[config.mk]
export PLATFORM = sky130hd
export DESIGN_NAME = max_pool_stream_flat
export DESIGN_NICKNAME = d
export VERILOG_FILES = /design/src/rtl/max_pool_stream_if.sv /design/src/rtl/max_pool_stream.sv /design/src/flat_wrapper.sv
export SDC_FILE = /design/constraint.sdc
export NUM_CORES = 1
export LEC_CHECK = 0
export CORE_ASPECT_RATIO = 2
export CORE_MARGIN = 4
export CORE_UTILIZATION = 55
export DETAILED_ROUTE_END_ITERATION = 6
export GPL_ROUTABILITY_DRIVEN = 0
export PLACE_DENSITY_LB_ADDON = 0.08
export SKIP_CTS_REPAIR_TIMING = 1
export SYNTH_ARGS = -nofsm -noshare
export SYNTH_HDL_FRONTEND = slang
export SYNTH_SLANG_ARGS = --single-unit
[constraint.sdc]
create_clock -name clk -period 16.05 [get_ports clk]
set_input_delay 4.815 -clock clk [delete_from_list [all_inputs] [get_ports clk]]
set_output_delay 4.815 -clock clk [all_outputs]
set_load 0.05 [all_outputs]
[src/rtl/max_pool_stream_if.sv]
// Stream bundle between the conv output buffer, the 2x2 max-pool stage and its consumer.
// The slave modport is the pooling block's view.
interface max_pool_stream_if #(
    parameter int BitSize = 32
);
    logic               in_valid;
    logic [BitSize-1:0] in_data;
    logic               image_done;
    logic               pooling_done;
    logic               out_valid;
    logic [BitSize-1:0] out_data;
    logic               out_last;
    logic               err;

    modport master (
        output in_valid, in_data, image_done,
        input  pooling_done, out_valid, out_data, out_last, err
    );

    modport slave (
        input  in_valid, in_data, image_done,
        output pooling_done, out_valid, out_data, out_last, err
    );
endinterface

[src/rtl/max_pool_stream.sv]
// Streaming 2x2/stride-2 max pooling over raster-ordered feature maps, one map at a time.
// Even rows fold column pairs into a line buffer; odd rows finish each window and emit it.
module max_pool_stream #(
    parameter int BitSize    = 32,
    parameter int ImageWidth = 4,
    parameter int NumberOfK  = 4,
    parameter int IsSigned   = 0
) (
    input logic              clk,
    input logic              res,
    max_pool_stream_if.slave bus
);
    localparam int CW = (ImageWidth > 2) ? $clog2(ImageWidth) : 1;
    localparam int HW = ImageWidth / 2;
    localparam int IW = (HW > 1) ? $clog2(HW) : 1;
    localparam int KW = (NumberOfK > 1) ? $clog2(NumberOfK) : 1;
    localparam logic [CW-1:0] COL_LAST  = CW'(ImageWidth - 1);
    localparam logic [KW-1:0] KERN_LAST = KW'(NumberOfK - 1);

    typedef enum logic [1:0] {
        ST_TOP    = 2'd0,
        ST_BOTTOM = 2'd1,
        ST_DONE   = 2'd2
    } state_t;

    state_t             state_q, state_d;
    logic [CW-1:0]      col_q, col_d;
    logic [CW-1:0]      row_q, row_d;
    logic [KW-1:0]      kern_q, kern_d;
    logic [BitSize-1:0] hold_q, hold_d;
    logic [BitSize-1:0] lbuf_q [HW];
    logic [BitSize-1:0] lbuf_d [HW];
    logic               out_valid_q, out_valid_d;
    logic [BitSize-1:0] out_data_q, out_data_d;
    logic               out_last_q, out_last_d;
    logic               pooling_done_q, pooling_done_d;
    logic               err_q, err_d;

    logic               accept;
    logic               row_end;
    logic [IW-1:0]      bidx;

    function automatic logic [BitSize-1:0] max_of(input logic [BitSize-1:0] a,
                                                  input logic [BitSize-1:0] b);
        logic signed [BitSize-1:0] sa;
        logic signed [BitSize-1:0] sb;
        sa = a;
        sb = b;
        if (IsSigned != 0) return (sa >= sb) ? a : b;
        return (a >= b) ? a : b;
    endfunction

    // A pixel offered while the map is being closed out is never consumed.
    assign accept  = bus.in_valid && (state_q != ST_DONE);
    assign row_end = (col_q == COL_LAST);
    assign bidx    = IW'(col_q >> 1);

    always_comb begin
        state_d        = state_q;
        col_d          = col_q;
        row_d          = row_q;
        kern_d         = kern_q;
        hold_d         = hold_q;
        lbuf_d         = lbuf_q;
        out_valid_d    = 1'b0;
        out_data_d     = out_data_q;
        out_last_d     = 1'b0;
        pooling_done_d = 1'b0;
        err_d          = err_q;

        if (bus.in_valid && (state_q == ST_DONE)) err_d = 1'b1;
        if (bus.image_done && (state_q != ST_DONE) && ((row_q != '0) || (col_q != '0))) err_d = 1'b1;

        if (accept) begin
            col_d = row_end ? '0 : col_q + 1'b1;
            if (row_end) row_d = (row_q == COL_LAST) ? '0 : row_q + 1'b1;
        end

        case (state_q)
            ST_TOP: begin
                if (accept) begin
                    if (!col_q[0]) hold_d = bus.in_data;
                    else           lbuf_d[bidx] = max_of(hold_q, bus.in_data);
                    if (row_end) state_d = ST_BOTTOM;
                end
            end
            ST_BOTTOM: begin
                if (accept) begin
                    if (!col_q[0]) begin
                        hold_d = max_of(lbuf_q[bidx], bus.in_data);
                    end else begin
                        out_valid_d = 1'b1;
                        out_data_d  = max_of(hold_q, bus.in_data);
                        out_last_d  = (kern_q == KERN_LAST) && (row_q == COL_LAST) && row_end;
                    end
                    if (row_end) state_d = (row_q == COL_LAST) ? ST_DONE : ST_TOP;
                end
            end
            ST_DONE: begin
                pooling_done_d = 1'b1;
                col_d          = '0;
                row_d          = '0;
                kern_d         = (kern_q == KERN_LAST) ? '0 : kern_q + 1'b1;
                state_d        = ST_TOP;
            end
            default: state_d = ST_TOP;
        endcase
    end

    always_ff @(posedge clk or posedge res) begin
        if (res) begin
            state_q        <= ST_TOP;
            col_q          <= '0;
            row_q          <= '0;
            kern_q         <= '0;
            hold_q         <= '0;
            lbuf_q         <= '{default: '0};
            out_valid_q    <= 1'b0;
            out_data_q     <= '0;
            out_last_q     <= 1'b0;
            pooling_done_q <= 1'b0;
            err_q          <= 1'b0;
        end else begin
            state_q        <= state_d;
            col_q          <= col_d;
            row_q          <= row_d;
            kern_q         <= kern_d;
            hold_q         <= hold_d;
            lbuf_q         <= lbuf_d;
            out_valid_q    <= out_valid_d;
            out_data_q     <= out_data_d;
            out_last_q     <= out_last_d;
            pooling_done_q <= pooling_done_d;
            err_q          <= err_d;
        end
    end

    assign bus.out_valid    = out_valid_q;
    assign bus.out_data     = out_data_q;
    assign bus.out_last     = out_last_q;
    assign bus.pooling_done = pooling_done_q;
    assign bus.err          = err_q;
endmodule
[src/flat_wrapper.sv]
// flat-port wrapper written by rule: the top's interface ports become plain ports
module max_pool_stream_flat 
#(
    parameter int BitSize    = 32,
    parameter int ImageWidth = 4,
    parameter int NumberOfK  = 4,
    parameter int IsSigned   = 0
)
  (clk, res, bus_in_valid, bus_in_data, bus_image_done, bus_pooling_done, bus_out_valid, bus_out_data, bus_out_last, bus_err);
  max_pool_stream_if #(.BitSize(BitSize)) bus_i ();
  input logic clk;
  input logic res;
  input wire logic [$bits(bus_i.in_valid)-1:0] bus_in_valid;
  input wire logic [$bits(bus_i.in_data)-1:0] bus_in_data;
  input wire logic [$bits(bus_i.image_done)-1:0] bus_image_done;
  output wire logic [$bits(bus_i.pooling_done)-1:0] bus_pooling_done;
  output wire logic [$bits(bus_i.out_valid)-1:0] bus_out_valid;
  output wire logic [$bits(bus_i.out_data)-1:0] bus_out_data;
  output wire logic [$bits(bus_i.out_last)-1:0] bus_out_last;
  output wire logic [$bits(bus_i.err)-1:0] bus_err;
  assign bus_i.in_valid = bus_in_valid;
  assign bus_i.in_data = bus_in_data;
  assign bus_i.image_done = bus_image_done;
  assign bus_pooling_done = bus_i.pooling_done;
  assign bus_out_valid = bus_i.out_valid;
  assign bus_out_data = bus_i.out_data;
  assign bus_out_last = bus_i.out_last;
  assign bus_err = bus_i.err;
  max_pool_stream #(.BitSize(BitSize), .ImageWidth(ImageWidth), .NumberOfK(NumberOfK), .IsSigned(IsSigned)) u_core (.clk(clk), .res(res), .bus(bus_i));
endmodule
==> Word-level counts from Yosys, hierarchy flattened <==
Cells that the tools add are included.
{ "op_classes": {"n_mux": 36, "bitwise": 1, "n_eq_ne": 12, "reduce_logical": 20, "n_lt_le_gt_ge": 4, "addsub": 3} }
{ "op_table": {"columns": ["op", "n"], "rows": [
  ["two-way mux 32 bit", 10],
  ["bitwise mux 64 bit", 1],
  [">= comparator 32 bit", 2],
  ["case mux 32 bit (2 select lines)", 1],
  ["demux 32 bit (select 1 bit)", 1],
  ["two-way mux 2 bit", 13],
  ["nonzero test 2 bit", 6],
  ["two-way mux 1 bit", 9],
  ["== test 2 bit (second input constant)", 4],
  ["inequality test 2 x 1 -> 1 bit (second input constant)", 4],
  ["logical AND 1 bit", 7],
  ["adder 2 x 1 -> 2 bit (second input constant)", 3],
  ["inequality test 2 bit (second input constant)", 3],
  ["AND reduction 3 bit", 2],
  ["AND reduction 5 bit", 1],
  ["case mux 2 bit (2 select lines)", 1],
  ["AND reduction 4 bit", 1],
  ["== test 2 x 1 -> 1 bit (second input constant)", 1],
  [">= comparator 2 bit (second input constant)", 1],
  ["zero test 2 bit", 1],
  ["< comparator 2 x 1 -> 1 bit (second input constant)", 1],
  ["inverter 1 -> 2 bit", 1],
  ["AND reduction 2 bit", 1],
  ["logical OR 1 bit", 1]
]} }
{ "totals": {"elab_cells": 88, "in_bits": 36, "register_bits": 140, "out_inout_bits": 36} }

==> Longest topological paths before layout <==
Gate-level depths: netlist of the first run.
{ "logic_depth": {"word_depth": 9, "mapped_depth": 11, "mapped_depth_nobuf": 8} }

==> Worst setup path before layout of the first run <==
Ideal clock, no wire load.
{ "synth_path": {"path_type": "input port to flip-flop", "start": "input port bus_in_data[2]", "end": "register u_core.out_data_q[27] (netlist: u_core.bus.out_data[27])", "arrival_ps": 6485, "path_buffers": 1, "stages": 9, "slack_ps": 9423, "setup_ps": 142, "required_time_ps": 15908, "cell_sequence": "inv_1 ha_1 a211oi_2 o21ai_1 a221o_1 o2111a_1 buf_6 o21ai_2 a31oi_1"} }
{ "synth_between": {"elab_chain_len": 2} }
{ "synth_rtl": {"columns": ["element", "line", "source"], "rows": [
  ["from (decl)", "flat_wrapper.sv:14", "input wire logic [$bits(bus_i.in_data)-1:0] bus_in_data;"],
  [">= comparator 32 bit", "max_pool_stream.sv:50", "return (a >= b) ? a : b;"],
  ["two-way mux 32 bit", "max_pool_stream.sv:50", null],
  ["to (signal assigned)", "max_pool_stream.sv:131", "out_data_q <= out_data_d;"],
  ["to (decl)", "max_pool_stream.sv:34", "logic [BitSize-1:0] out_data_q, out_data_d;"]
]} }
No other way between the ends.
A chain may end at the register's enable or synchronous reset.

==> Worst setup path after layout of the first run <==
{ "layout_path": {"start": "input port bus_in_data[29]", "end": "register u_core.lbuf_q[31] (netlist bit)"} }
{ "layout_between": {"elab_chain_len": 3} }
{ "layout_rtl": {"columns": ["element", "line", "source"], "rows": [
  [">= comparator 32 bit", "max_pool_stream.sv:50", null],
  ["two-way mux 32 bit", "max_pool_stream.sv:50", null],
  ["bitwise mux 64 bit", "max_pool_stream.sv:83", "else lbuf_d[bidx] = max_of(hold_q, bus.in_data);"],
  ["to (signal assigned)", "max_pool_stream.sv:129", "lbuf_q <= lbuf_d;"],
  ["to (decl)", "max_pool_stream.sv:31", "logic [BitSize-1:0] lbuf_q [HW];"]
]} }
No other way between the ends.

==> flow_summary.json, run 1 <==
{
  "status": "finished clean",
  "tns_ns": 0,
  "synth_seq_cells": 140,
  "hold_viol_final": 0,
  "antenna_found_initial": 0,
  "insertion_delay_ns": 0.42,
  "drtAntennaViolNets": 0,
  "hp-class": "flop to flop",
  "cts_tree": "built",
  "rsz0062_at_grt": "false",
  "finalSetupViolCount": 0,
  "cts.sinks": 140,
  "worst_pin_slew_ns": 1.15,
  "die_y_um": 180,
  "startpoint_type": "primary input",
  "dieArea_sq_um": 17000,
  "grt_max_degree": 86,
  "min_period_ns": 7.70,
  "final_cells": 1099,
  "max_slew_margin_pct": 23.3,
  "grt_pass1_wl_um": 37900,
  "wirelength_um": 23000,
  "place_ws_ns": 7.91,
  "nNetsFinal": 999,
  "async_reset_ff_share_pct": 100,
  "crit_required_ns": 16.39,
  "fill_cells": 1208,
  "htreeDepth": 4,
  "ys_warn_count": 0,
  "powerDensity_nw_per_um2": 229,
  "synth_cell_types": 49,
  "drt_iter0_drc": 510,
  "io_pins": 72,
  "cts_buffers": 17,
  "finish.utilization_pct": 65.6,
  "end_kind": "flop",
  "critPathArrivalTime_ns": 8.04,
  "syn_avg_cell_area_sq_um": 9.62,
  "maxCapViolations": 0,
  "ir_drop_mv": 0.133,
  "root_buffer": "clkbuf_16",
  "hold_ws_ns": 0.507,
  "grt-ovfl-total": 0,
  "routed-via-count": 7059,
  "final_max_slew_viol_count": 0,
  "place_hpwl_um": 15000,
  "drc": 0,
  "dpl.cell_count": 1067,
  "yosys_most_used_dff": "dfrtp_1",
  "grt_usage_pct": 28.5,
  "avgRoutedWirePerCell_um": 20.9,
  "clkTransAtPathRegs_ns": 0.07,
  "p_leak_uw": 0.00409,
  "syn_area_sq_um": 8180,
  "synth_top_area_share_pct": 42.9,
  "grt_pass1_vias": 7604,
  "dr.pass1.iters": 5,
  "synth_nets": 955,
  "ys_seq_area_share_pct": 42.9,
  "start_util_pct": 56.4,
  "antenna_cells": 0,
  "die_w_um": 94.2,
  "drt-vias-per-instance": 6.42,
  "synthCells": 850,
  "rows": 62,
  "portBuffers": 71,
  "fmax_mhz": 130,
  "drive_gt1_share_pct": 14.7,
  "clk_path_buf_depth": 2,
  "synthTopCellsByArea": "dfrtp_1 43%, ha_1 11%, a31oi_1 7.3%",
  "fin_ws_ns": 8.35,
  "crit_fanout": 32,
  "synth_area_leader_cell": "dfrtp_1",
  "finClkSkew_ns": 0.0124,
  "synthToLayoutAreaGrowth_pct": 16.4,
  "crit_type": "primary input to flop",
  "period_share_pct": 48.0,
  "synth_edf_count": 0,
  "core_sq_um": 14500
}
==> layout by cell type, fill, tap and decap left out, drive strengths merged, types with 2 or more instances in the layout <==
| cell type | count |
|---|---|
| inv | 47 |
| clkdlybuf4s50 | 71 |
| mux2i | 3 |
| nor3 | 3 |
| o21ai | 75 |
| a31oi | 97 |
| buf | 10 |
| nor3b | 2 |
| clkinvlp | 3 |
| a221oi | 2 |
| o211ai | 3 |
| nor2b | 3 |
| a21oi | 57 |
| dfrtp | 140 |
| o21a | 2 |
| a21o | 4 |
| nand2 | 53 |
| o31ai | 31 |
| nand4 | 9 |
| nor2 | 109 |
| and4 | 2 |
| ha | 69 |
| nand3 | 37 |
| nor4 | 5 |
| clkbuf | 18 |
| nand2b | 2 |
| a221o | 3 |
| o2111ai | 2 |
| mux2 | 33 |
| o2111a | 2 |
==> worst max-delay path: stages <==
cell and delay [ns]:
clkdlybuf4s50_1 0.52, inv_1 0.09, ha_1 0.35, nand4_2 0.17
nor4_4 0.45, o2111a_2 1.06, o21ai_0 0.32, a31oi_1 0.24
==> synth_stat cells (all sizes together) (2+ instances only) <==
library cell  count
ha               69
o211ai            3
nor4              5
a21o              4
a221o             3
o2111a            2
nor2b             3
nand2            53
o21a              2
a221oi            2
nand2b            2
a21oi            57
nand4             9
nor3              3
mux2i             3
nor3b             2
nand3            37
clkbuf           26
buf              30
and4              2
a31oi            97
o2111ai           2
inv              38
mux2             33
nor2            109
dfrtp           140
o31ai            31
o21ai            75
==> power by group <==
group	leakage [uW]	internal, uW	switching (uW)
clock	0.000279	223	173
combinational	0.00219	415	717
sequential	0.00162	525	123
total	0.00409	1160	1010
==> through the flow <==
stage                     instance area [sq um]  total power, uW
after global routing                       9510             2330
after global placement                     8930             1730
after floorplan                            8180             1450
after CTS                                  9510             2180
after detailed placement                   8930             1780
final                                      9510             2180
==> metal layers <==
metal	vias to the layer above	global-route usage (%)	wire (um)
li1	3205	-	-
met5	-	0	0
met4	0	16.3	1180
met1	3428	30.1	8110
met3	109	3.68	1170
met2	317	52.3	12600
==> registers in the layout, indices dropped and copies added (netlist names) <==
name / cells
u_core.lbuf_q: 64
u_core.bus.out_data: 32
u_core.hold_q: 32
u_core.col_q: 2
u_core.kern_q: 2
u_core.row_q: 2
u_core.state_q: 2
u_core.bus.err: 1
u_core.bus.out_last: 1
u_core.bus.out_valid: 1
u_core.bus.pooling_done: 1
==> worst paths after layout <==
path,cells after the start,endpoint,slack (ns),from
setup / recovery,8,u_core.lbuf_q[31],8.35,bus_in_data[29]
hold / removal,1,u_core.bus.err,0.51,u_core.bus.err
setup reg to reg,9,u_core.hold_q[0],12.08,u_core.col_q[1]
hold reg to reg,1,u_core.bus.err,0.51,u_core.bus.err
max in group asynchronous,3,u_core.bus.out_data[31],9.86,res
min in group asynchronous,2,u_core.bus.out_data[5],4.91,res
==> area by class of cell <==
class	instances	area, sq um	area share (%)
clock inverter	14	145	1.53
multi-input combinational	616	4250	44.7
timing repair buffer	81	786	8.26
sequential	140	3500	36.8
clock buffer	18	439	4.62
tap	192	240	2.52
inverter	38	148	1.55
==> cells by family after synthesis <==
| group | share of synthesized area [%] |
|---|---|
| AOI/OAI and AO/OA | 22.9 |
| xor gates and xnor gates | 0.107 |
| adders and majority gates | 10.6 |
| buffers and inverters | 5.66 |
| DFF | 42.9 |
| muxes | 4.91 |
| and+or+nand+nor | 13.0 |
Note: power is estimated with default switching activity, not from simulation.
==> run 2, diff against run 1 <==
==> constraint.sdc (replaced) <==
create_clock -name clk -period 8.04 [get_ports clk]
set_input_delay 2.412 -clock clk [delete_from_list [all_inputs] [get_ports clk]]
set_output_delay 2.412 -clock clk [all_outputs]
set_load 0.05 [all_outputs]
==> run 2 against run 1 <==
Against the previous run:
- global-route usage is 0.096 points higher
- clock-buffer cell count is 1 higher
- combinational power up 99%
- final area stayed put
- worst hold slack better by 0.017 ns
- first-iteration DRC count up 2.7%
- sequential share of layout area did not move
- non-clock buffer count is the same
- critical path type unchanged
==> flow_summary.json, run 2 (synthesis results as in run 1) <==
{
  "status": "finished clean",
  "startpoint_type": "primary input",
  "largest-register": "u_core.lbuf_q",
  "place_hpwl_um": 15100,
  "die_w_um": 94.2,
  "swShare_pct": 45.9,
  "io_pins": 72,
  "intPower_uw": 2340,
  "nNetsFinal": 999,
  "cts_buffers": 17,
  "final_max_slew_viol_count": 0,
  "crit_required_ns": 8.37,
  "min_period_ns": 5.43,
  "period_share_pct": 67.5,
  "fin_ws_ns": 2.61,
  "clk_path_buf_depth": 2,
  "synthToLayoutAreaGrowth_pct": 16.4,
  "hold_viol_final": 0,
  "antenna_cells": 0,
  "final_cell_mix": "140 x dfrtp_1, 109 x nor2_1, 96 x a31oi_1, 71 x clkdlybuf4s50_1, 69 x ha_1",
  "place_ws_ns": 2.23,
  "avgRoutedWirePerCell_um": 21.1,
  "rr_worst_depth": 9,
  "crit_fanout": 23,
  "drt_iter0_drc": 524,
  "grt_max_degree": 86,
  "place_area_sq_um": 8930,
  "insertion_delay_ns": 0.42,
  "routed-via-count": 7068,
  "finClkSkew_ns": 0.00874,
  "largest_reg_flops": 64,
  "critPathArrivalTime_ns": 5.76,
  "comb_power_share_pct": 52.0,
  "grt-ovfl-total": 0,
  "root_buffer": "clkbuf_16",
  "grt_usage_pct": 28.5,
  "die_y_um": 180,
  "p_sw_uw": 1990,
  "htreeDepth": 4,
  "worst_pin_slew_ns": 1.20,
  "wirelength_um": 23200,
  "fmax_mhz": 184,
  "drc": 0,
  "grt_pass1_vias": 7582,
  "clkPwrFrac_pct": 18.0,
  "antenna_found_initial": 0,
  "pwr-share-seq_pct": 29.9,
  "design_area_sq_um": 9510,
  "rows": 62,
  "drt-vias-per-instance": 6.44,
  "start_util_pct": 56.4,
  "dr.pass1.iters": 5,
  "maxCapViolations": 0,
  "end_kind": "flop",
  "drive_gt1_share_pct": 14.5,
  "cts.sinks": 140,
  "finalSetupViolCount": 0,
  "p_leak_uw": 0.00408,
  "final_common_cell": "dfrtp_1",
  "clkTransAtPathRegs_ns": 0.06,
  "rsz0062_at_grt": "false",
  "hold_depth": 1,
  "hp-class": "flop to flop",
  "grt_pass1_wl_um": 37900,
  "drtAntennaViolNets": 0,
  "core_sq_um": 14500,
  "cts_tree": "built",
  "powerDensity_nw_per_um2": 455,
  "ir_drop_mv": 0.241,
  "tns_ns": 0,
  "dieArea_sq_um": 17000,
  "crit_type": "primary input to flop",
  "portBuffers": 71,
  "max_slew_margin_pct": 20.2
}
run 2: final timing paths:
check                      slack [ns]                      to            start
max                              2.61       u_core.lbuf_q[44]  bus_in_data[29]
min                              0.52          u_core.bus.err   u_core.bus.err
max reg2reg                      3.97        u_core.hold_q[0]  u_core.col_q[1]
min reg2reg                      0.52          u_core.bus.err   u_core.bus.err
max in group asynchronous        4.26       u_core.lbuf_q[63]              res
min in group asynchronous        2.52  u_core.bus.out_data[5]              res
run 2: area by class of cell:
class                      instances  area, sq um
multi-input combinational        616         4250
clock inverter                    12          141
fill                            1205         4990
timing repair buffer              81          786
sequential                       140         3500
tap                              192          240
clock buffer                      19          443
inverter                          38          148
run 2: per-stage QoR:
stage	hold WS, ns	utilization [%]	total power (uW)	std cells
2_1_floorplan	0.475	-	2900	850
3_3_place_gp	0.478	61.6	3460	1067
3_5_place_dp	0.507	61.6	3550	1067
4_1_cts	0.522	65.6	4340	1098
5_1_grt	0.544	65.6	4630	1098
6_report	0.525	65.6	4330	1098
run 2: worst max-delay path, stage by stage:
cell	delay [ns]
clkdlybuf4s50_1	0.51
inv_1	0.08
ha_1	0.33
nand4_2	0.16
nor4_4	0.43
a221oi_2	0.15
a21oi_4	0.93
buf_4	0.39
o21ai_2	0.11
a31oi_1	0.23
run 2: layer usage:
| metal | up-vias | GRT usage [%] | wire length [um] |
|---|---|---|---|
| li1 | 3209 | - | - |
| met1 | 3493 | 29.5 | 7920 |
| met2 | 283 | 52.7 | 13000 |
| met3 | 83 | 4.97 | 1170 |
| met4 | 0 | 15.6 | 1060 |
| met5 | - | 0 | 0 |
run 2: power groups by stage:
| stage | combinational [uW] | clock, uW | sequential [uW] |
|---|---|---|---|
| after global routing | 2480 | 822 | 1330 |
| after CTS | 2250 | 790 | 1290 |
| after floorplan | 1380 | 0 | 1520 |
| after detailed placement | 2240 | 0 | 1300 |
| after global placement | 2180 | 0 | 1280 |
| final | 2250 | 781 | 1300 |
==> run 3, diff against run 2 <==
==> constraint.sdc (replaced) <==
create_clock -name clk -period 5.15 [get_ports clk]
set_input_delay 1.545 -clock clk [delete_from_list [all_inputs] [get_ports clk]]
set_output_delay 1.545 -clock clk [all_outputs]
set_load 0.05 [all_outputs]
==> run 3 against run 2 <==
Against the previous run:
- critical path depth stayed put
- combinational power is 56% higher
- power is 56% higher
- clock-buffer cell count is 2 lower
- wire length is 0.45% lower
- worst hold slack worse by 0.016 ns
- utilization is 0.29 points higher
- clock skew hardly changed
- sequential power is 59% higher
- final cell count is 0.91% higher
- clock power is 49% higher
- critical path type is now flop to flop
- highest routed layer unchanged
==> flow_summary.json, run 3 (synthesis results as in run 1) <==
{
  "final_max_slew_viol_count": 0,
  "grt-ovfl-total": 0,
  "portBuffers": 71,
  "htreeDepth": 4,
  "grt_pass1_wl_um": 37200,
  "routed-via-count": 7046,
  "critPathArrivalTime_ns": 4.67,
  "p_leak_uw": 0.00412,
  "cts.sinks": 140,
  "min_period_ns": 4.33,
  "crit_fanout": 22,
  "wirelength_um": 23100,
  "place_hpwl_um": 15800,
  "die_w_um": 94.2,
  "clkTransAtPathRegs_ns": 0.06,
  "dieArea_sq_um": 17000,
  "cts_tree": "built",
  "dr.pass1.iters": 6,
  "drt_iter0_drc": 397,
  "period_share_pct": 84.1,
  "largest_reg_flops": 64,
  "drtAntennaViolNets": 0,
  "hp-class": "flop to flop",
  "crit_buf_inv": 2,
  "tns_ns": 0,
  "crit_type": "flop to flop",
  "powerDensity_nw_per_um2": 706,
  "cts_buffers": 17,
  "max_slew_margin_pct": 18.0,
  "synthToLayoutAreaGrowth_pct": 16.9,
  "slowest_delay_ns": 1.15,
  "drt-vias-per-instance": 6.36,
  "rows": 62,
  "finClkSkew_ns": 0.00913,
  "ir_drop_mv": 0.318,
  "antenna_found_initial": 0,
  "hold_viol_final": 0,
  "drc": 0,
  "clk_path_buf_depth": 2,
  "io_pins": 72,
  "fill_cells": 1247,
  "place_area_sq_um": 9010,
  "maxCapViolations": 0,
  "grt_max_degree": 79,
  "final_cell_mix": "140 x dfrtp_1, 109 x nor2_1, 96 x a31oi_1, 71 x clkdlybuf4s50_1, 69 x ha_1",
  "die_y_um": 180,
  "core_sq_um": 14500,
  "status": "finished clean",
  "end_kind": "flop",
  "largest-register": "u_core.lbuf_q",
  "final_common_cell": "dfrtp_1",
  "antenna_cells": 0,
  "design_area_sq_um": 9560,
  "startpoint_type": "flop",
  "start_util_pct": 56.4,
  "path_cells": "buf_4, mux2_2, ha_1, nand4_1, nor4_1, o2bb2ai_1, o2111a_1, buf_4, o31ai_1, o21ai_1",
  "rsz0062_at_grt": "false",
  "worst_pin_slew_ns": 1.23,
  "insertion_delay_ns": 0.42,
  "root_buffer": "clkbuf_16",
  "drive_gt1_share_pct": 15.4,
  "grt_usage_pct": 28.1,
  "crit_required_ns": 5.49,
  "path_delay_family": "flip-flops",
  "crit_path_frequent_cell": "buf_4",
  "nNetsFinal": 1010,
  "cp_slowest_cell": "dfrtp_1",
  "avgRoutedWirePerCell_um": 20.8,
  "fmax_mhz": 231,
  "finalSetupViolCount": 0,
  "grt_pass1_vias": 7675
}
-- run 3: changes by cell type in the layout (fill, tap and decap cells not counted), sizes merged --
cell / change
clkinvlp: +2
clkbuf: -2
bufinv: -1
buf: +11
-- run 3: area by class of cell --
class / instances / area [sq um] / area share, %
Clock buffer: 17 / 425 / 4.45
Clock inverter: 13 / 120 / 1.26
Inverter: 38 / 146 / 1.53
Multi-Input combinational cell: 616 / 4240 / 44.4
Sequential cell: 140 / 3500 / 36.7
Tap cell: 192 / 240 / 2.51
Timing Repair Buffer: 92 / 881 / 9.22
-- run 3: per-stage QoR --
step | power [uW] | util (%) | cells | hold slack (ns) | setup WS (ns)
final | 6750 | 65.9 | 1108 | 0.509 | 0.818
after global routing | 7190 | 65.9 | 1108 | 0.529 | 0.606
after CTS | 6750 | 65.9 | 1108 | 0.515 | 0.857
after detailed placement | 5570 | 62.1 | 1078 | 0.501 | 0.456
after global placement | 5430 | 62.1 | 1078 | 0.469 | 0.505
after floorplan | 4520 | - | 850 | 0.475 | 1.79
-- run 3: final timing paths --
path	to	slack [ns]	cells after the start	startpoint
hold reg to reg	u_core.kern_q[1]	0.51	1	u_core.kern_q[1]
max in group asynchronous	u_core.hold_q[22]	2.79	3	res
min in group asynchronous	u_core.bus.out_valid	1.42	2	res
hold / removal	u_core.kern_q[1]	0.51	1	u_core.kern_q[1]
setup / recovery	u_core.hold_q[31]	0.82	10	u_core.col_q[1]
setup reg to reg	u_core.hold_q[31]	0.82	10	u_core.col_q[1]
-- run 3: metal layers --
layer | GRT usage (%) | vias to the layer above | routed length, um
li1 | - | 3226 | -
met1 | 29.0 | 3459 | 8080
met2 | 51.3 | 270 | 12700
met3 | 3.97 | 91 | 1090
met4 | 17.4 | 0 | 1150
met5 | 0 | - | 0
-- run 3: report_power, final --
group          total [uW]  internal, uW  switching [uW]  leakage (uW)
registers            2070          1640             429       0.00162
clock network        1160           661             502      0.000250
logic                3520          1330            2190       0.00224
